File: src/rtl/ovl_multi_no_overflow.sv
// rtl/ovl_multi_no_overflow.sv - multi-channel overflow/underflow checker with sticky status and first-fail capture
// Optional X/Z detection on sampled channel values under OVL_MULTI_NO_OVERFLOW_XCHECK_EN.
module ovl_multi_no_overflow #(
    parameter int               N_CH  = 4,
    parameter int               WIDTH = 8,
    parameter logic [WIDTH-1:0] MIN   = '0,
    parameter logic [WIDTH-1:0] MAX   = '1,
    parameter int               MODE  = 0,
    parameter int               CNT_W = 8,
    localparam int              CH_W  = (N_CH > 1) ? $clog2(N_CH) : 1
) (
    input  logic                  clock,
    input  logic                  reset,
    input  logic                  enable,
    input  logic                  clear,
    input  logic [N_CH*WIDTH-1:0] test_expr,
    output logic [N_CH-1:0]       fire,
    output logic [N_CH-1:0]       fire_sticky,
    output logic [CNT_W-1:0]      fail_count,
    output logic                  first_fail_valid,
    output logic [CH_W-1:0]       first_fail_ch
);

    typedef enum logic [1:0] {
        ST_IDLE   = 2'd0,
        ST_AT_MAX = 2'd1,
        ST_AT_MIN = 2'd2
    } state_t;

    state_t            state_q [N_CH];
    state_t            state_d [N_CH];
    logic [N_CH-1:0]   fire_q, fire_d;
    logic [N_CH-1:0]   sticky_q, sticky_d;
    logic [CNT_W-1:0]  count_q, count_d;
    logic              ffv_q, ffv_d;
    logic [CH_W-1:0]   ffc_q, ffc_d;
    logic [CH_W-1:0]   low_idx;
    logic [WIDTH-1:0]  v;
    logic              viol;

    // Unsigned a < b via the borrow bit, so bounds at 0 or all-ones stay well-formed.
    function automatic logic lt(input logic [WIDTH-1:0] a, input logic [WIDTH-1:0] b);
        logic [WIDTH:0] diff;
        diff = {1'b0, a} - {1'b0, b};
        return diff[WIDTH];
    endfunction

    function automatic state_t arm(input logic [WIDTH-1:0] val);
        state_t s;
        s = ST_IDLE;
        if (val == MAX && MODE != 1)
            s = ST_AT_MAX;
        else if (val == MIN && MODE != 0)
            s = ST_AT_MIN;
        return s;
    endfunction

    always_comb begin
        fire_d = '0;
        v      = '0;
        viol   = 1'b0;
        for (int c = 0; c < N_CH; c++) begin
            state_d[c] = ST_IDLE;
            v          = test_expr[c*WIDTH +: WIDTH];
            viol       = 1'b0;
            if (enable) begin
                case (state_q[c])
                    ST_AT_MAX: viol = !lt(MIN, v) || lt(MAX, v);
                    ST_AT_MIN: viol = lt(v, MIN) || !lt(v, MAX);
                    default:   viol = 1'b0;
                endcase
                fire_d[c]  = viol;
                state_d[c] = arm(v);
`ifdef OVL_MULTI_NO_OVERFLOW_XCHECK_EN
                if ((^v) === 1'bx) begin
                    fire_d[c]  = 1'b1;
                    state_d[c] = ST_IDLE;
                end
`endif
            end
        end
    end

    always_comb begin
        low_idx = '0;
        for (int c = N_CH - 1; c >= 0; c--) begin
            if (fire_q[c])
                low_idx = CH_W'(c);
        end
    end

    // Clear is applied first so a fire in the same cycle lands on the cleared state.
    always_comb begin
        sticky_d = clear ? '0 : sticky_q;
        count_d  = clear ? '0 : count_q;
        ffv_d    = clear ? 1'b0 : ffv_q;
        ffc_d    = clear ? '0 : ffc_q;
        if (|fire_q) begin
            sticky_d = sticky_d | fire_q;
            if (count_d != {CNT_W{1'b1}})
                count_d = count_d + CNT_W'(1);
            if (!ffv_d) begin
                ffv_d = 1'b1;
                ffc_d = low_idx;
            end
        end
    end

    always_ff @(posedge clock or posedge reset) begin
        if (reset) begin
            for (int c = 0; c < N_CH; c++)
                state_q[c] <= ST_IDLE;
            fire_q   <= '0;
            sticky_q <= '0;
            count_q  <= '0;
            ffv_q    <= 1'b0;
            ffc_q    <= '0;
        end else begin
            for (int c = 0; c < N_CH; c++)
                state_q[c] <= state_d[c];
            fire_q   <= fire_d;
            sticky_q <= sticky_d;
            count_q  <= count_d;
            ffv_q    <= ffv_d;
            ffc_q    <= ffc_d;
        end
    end

    assign fire             = fire_q;
    assign fire_sticky      = sticky_q;
    assign fail_count       = count_q;
    assign first_fail_valid = ffv_q;
    assign first_fail_ch    = ffc_q;

endmodule

File: config.mk
export PLATFORM = sky130hd
export DESIGN_NAME = ovl_multi_no_overflow
export DESIGN_NICKNAME = d
export VERILOG_FILES = /design/src/rtl/ovl_multi_no_overflow.sv
export SDC_FILE = /design/constraint.sdc
export NUM_CORES = 1
export LEC_CHECK = 0
export BUFFER_PORTS_ARGS = -buffer_cell sky130_fd_sc_hd__buf_2
export CAP_MARGIN = 25
export CORE_MARGIN = 3
export CORE_UTILIZATION = 44
export CTS_CLUSTER_DIAMETER = 50
export DETAILED_ROUTE_END_ITERATION = 10
export PLACE_DENSITY_LB_ADDON = 0.1
export SLEW_MARGIN = 20
export SYNTH_ARGS = -nofsm -noshare
export SYNTH_HDL_FRONTEND = slang
export SYNTH_SLANG_ARGS = --single-unit
export TNS_END_PERCENT = 50
File: constraint.sdc
create_clock -name clock -period 2.19 [get_ports clock]
set_input_delay 0.438 -clock clock [delete_from_list [all_inputs] [get_ports clock]]
set_output_delay 0.438 -clock clock [all_outputs]
set_load 0.01 [all_outputs]
==> metrics.md <==
| Metric | Value |
|---|---|
| Status | `complete, no violations` |
| Detailed router's first-iteration violation count | `13` |
| Slew HR | `between 80% and 90%` |
| DR WL/cell | `around 14 um` |
| Full die area | `between 3000 and 4000 um^2` |
| Most common cell after layout, fill and taps aside | `buf_2` |
| Mapped Area | `1085 um^2` |
| Horiz. Die Dim | `about 56 um` |
| Largest net degree at the start of global routing | `24` |
| Num CTS Buffers | `3` |
| Crit path time final | `roughly 1.6 ns` |
| CTS sink cnt | `23` |
| Clk_skew | `around 0.0023 ns` |
| Initial antenna violation count | `0` |
| Crit-path cells | `or4_4, and4_4, mux2_4` |
| Req. time, crit path | `approximately 2.4 ns` |
| Setup_tns | `0 ns` |
| CTS Hold Bufs | `0` |
| Worst path bufs/invs | `0` |
| RSZ-0062 raised after global routing | `false` |
| Clock tree buffer depth | `2` |
| IO Port Bufs | `54` |
| Routed wire length | `2.641 mm` |
| CP endpoint kind | `flip-flop` |
| Setup violators final | `0` |
| DR vias | `approximately 1100` |
| Gr ovfl total | `0` |
| Synth Register Bits | `23` |
| Syn Nets | `between 100 and 150` |
| Power Dens Cells | `approximately 480 nW/um^2` |
| Cell family with most CP delay | `simple AND/OR/NAND/NOR gates` |
| M3 GR Usage | `3.712%` |
| Gr busiest metal | `met2` |
| Max stage delay on crit path | `about 0.6 ns` |
| Netlist cell types | `32` |
| Max Clk Rate | `between 600 and 700 MHz` |
| Wire length of the first global-routing pass | `4.581 mm` |
| N_diodes | `0` |
| Post_cts resized | `0` |
| DRC Markers | `0` |
| Share of layout cells above drive strength 1 | `between 40% and 50%` |
| Row count | `17` |
| Synth Area per Inst | `10.64 um^2` |
| Multi-input gate area | `around 480 um^2` |
| CP max FO | `7` |
| Post-DRT Antenna Nets | `0` |
| Reg area | `roughly 580 um^2` |
| Critical Path Source Type | `flip-flop` |
| Commonest non-fill, non-tap cells in the layout | `buf_2 (54), dfrtp_1 (23), nand2_1 (7)` |
| Post-synthesis sequential area ratio | `approximately 53%` |
| Fill cells | `187` |
| Clock Latency Late Sink | `0.31 ns` |
| Critical path class | `flip-flop to flip-flop` |
| Initial Utilization | `a little under half` |
| Worst-Margin Slew | `0.2937 ns` |
| Slowest CP cell | `or4_4` |
| CTS tree | `done` |
| Num ports | `55` |
| Mapped Cells | `102` |
| Hold WC Path Type | `primary input to async pin` |
| Leakage power | `approximately 0.77 nW` |
| Worst EP arrival | `approximately 1.9 ns` |
| Met1 Use GR | `22.39%` |
| Number of max-cap violations | `0` |
| HPWL after DPL | `between 2 and 2.5 mm` |
| Placer Congestion | `roughly 0.82` |
| Synthesis warning total | `0` |
| Chip height | `roughly 56 um` |
| Fin nets | `197` |
| # H-tree levels | `1` |
| Final period utilization | `between 70% and 80%` |
| Core outline area | `between 2000 and 2500 um^2` |
| First-pass DRT Iterations | `4` |
| Final hold vios | `0` |
| CTS root buffer | `clkbuf_4` |
| Total track usage | `18.51%` |
| Post-CTS Setup Inserts | `0` |
| Vias in the first global route | `around 1100` |
| Vias per inst | `roughly 5.6` |
| Slew Limit Fails | `0` |
| GR Layer Usage met2 | `approximately a third` |
| Syn-to-layout area delta | `30.57%` |
| Place WS | `between 0.5 and 0.6 ns` |
| Peak VDD IR | `approximately 0.25 mV` |
| Clk pin slew, worst setup/hold paths | `around 0.12 ns` |
| PnR worst setup slack | `0.5415 ns` |
## routing by layer
metal | vias to the layer above | share of wire (%)
li1 | 518 | -
met1 | 493 | 40
met2 | 37 | 52
met3 | 4 | 6.2
met4 | 0 | 1.4
met5 | - | 0
## metrics by stage
step                total power, mW  std cells  utilization, %  hold slack (ns)  instance area [um^2]
floorplan                    0.4519        102               -           0.4399                  1085
global route                 0.7247        188           62.23           0.1324                  1416
finish                       0.6838        188           62.23           0.1353                  1416
CTS                          0.6917        188           62.23           0.1401                  1416
detailed placement           0.4972        184           61.08           0.4668                  1390
global placement             0.4942        184           61.08           0.4657                  1390
## worst paths after layout
path | start | end | slack [ns] | cells after the start
setup / recovery | fire[2]$_DFF_PP0_ | fail_count[6]$_DFF_PP0_ | 0.54 | 3
hold / removal | reset | state_q[4]$_DFF_PP0_ | 0.14 | 3
setup reg to reg | fire[2]$_DFF_PP0_ | fail_count[6]$_DFF_PP0_ | 0.54 | 3
hold reg to reg | fire_sticky[0]$_DFF_PP0_ | fire_sticky[0]$_DFF_PP0_ | 0.49 | 1
max in group asynchronous | reset | first_fail_ch[0]$_DFF_PP0_ | 1.82 | 3
min in group clock | test_expr[1] | state_q[6]$_DFF_PP0_ | 0.35 | 3
## where the power goes
part	internal [mW]	leakage, nW	switching (mW)
Sequential	0.425	0.321	0.0000336
Clock	0.0711	0.0150	0.125
Combinational	0.0298	0.433	0.0334
## logic make-up after synthesis
logic type / synth area share [%]
AO/OA/AOI/OAI: 14.76
buffers and inverters: 2.767
flip-flops: 53.06
multiplexers: 1.384
AND/OR/NAND/NOR: 28.03
## worst register-to-register path, delay by kind of cell, from the launching register on
kind          cells  cell delay (ns)
flops             1             0.44
simple gates      2             0.82
mux               1             0.29
## cell usage after synthesis
| cell type | number | area (um^2) |
|---|---|---|
| a41oi_1 | 1 | 8.760 |
| nand2b_1 | 2 | 12.51 |
| o21ai_0 | 2 | 10.01 |
| a211oi_1 | 3 | 22.52 |
| and3_1 | 1 | 6.260 |
| and4_2 | 1 | 10.01 |
| nor3_1 | 6 | 30.03 |
| and4_4 | 1 | 11.26 |
| nor4_1 | 6 | 37.54 |
| a21o_1 | 3 | 22.52 |
| and4_1 | 2 | 17.52 |
| inv_1 | 4 | 15.01 |
| or4_4 | 1 | 11.26 |
| nor2b_1 | 2 | 12.51 |
| a22o_1 | 1 | 8.760 |
| nor4b_1 | 3 | 26.28 |
| o311a_1 | 1 | 10.01 |
| dfrtp_1 | 23 | 575.6 |
| a311oi_1 | 1 | 8.760 |
| clkbuf_1 | 1 | 3.750 |
| buf_6 | 1 | 11.26 |
| a21oi_1 | 5 | 25.02 |
| and4b_1 | 3 | 30.03 |
| nand3_1 | 6 | 30.03 |
| nand2_1 | 7 | 26.28 |
| a31oi_1 | 2 | 12.51 |
| nor2_1 | 3 | 11.26 |
| nand4_1 | 5 | 31.28 |
| o211ai_1 | 2 | 15.01 |
| a21o_2 | 1 | 8.760 |
| mux2_4 | 1 | 15.01 |
| o21bai_1 | 1 | 7.510 |
## sequential cells by signal (all words and copies together), names as in the netlist
register          flops
fire                  4
fail_count            8
first_fail_ch         2
fire_sticky           4
first_fail_valid      1
state_q               4
## area by class of cell
cell class,instances,area share [%]
sequential,23,40.64
multi-input combinational,73,33.83
inverter,4,1.060
clock buffer,4,1.855
timing repair buffer,56,20.14
tap,28,2.473
(Power assumes the default switching activity.)
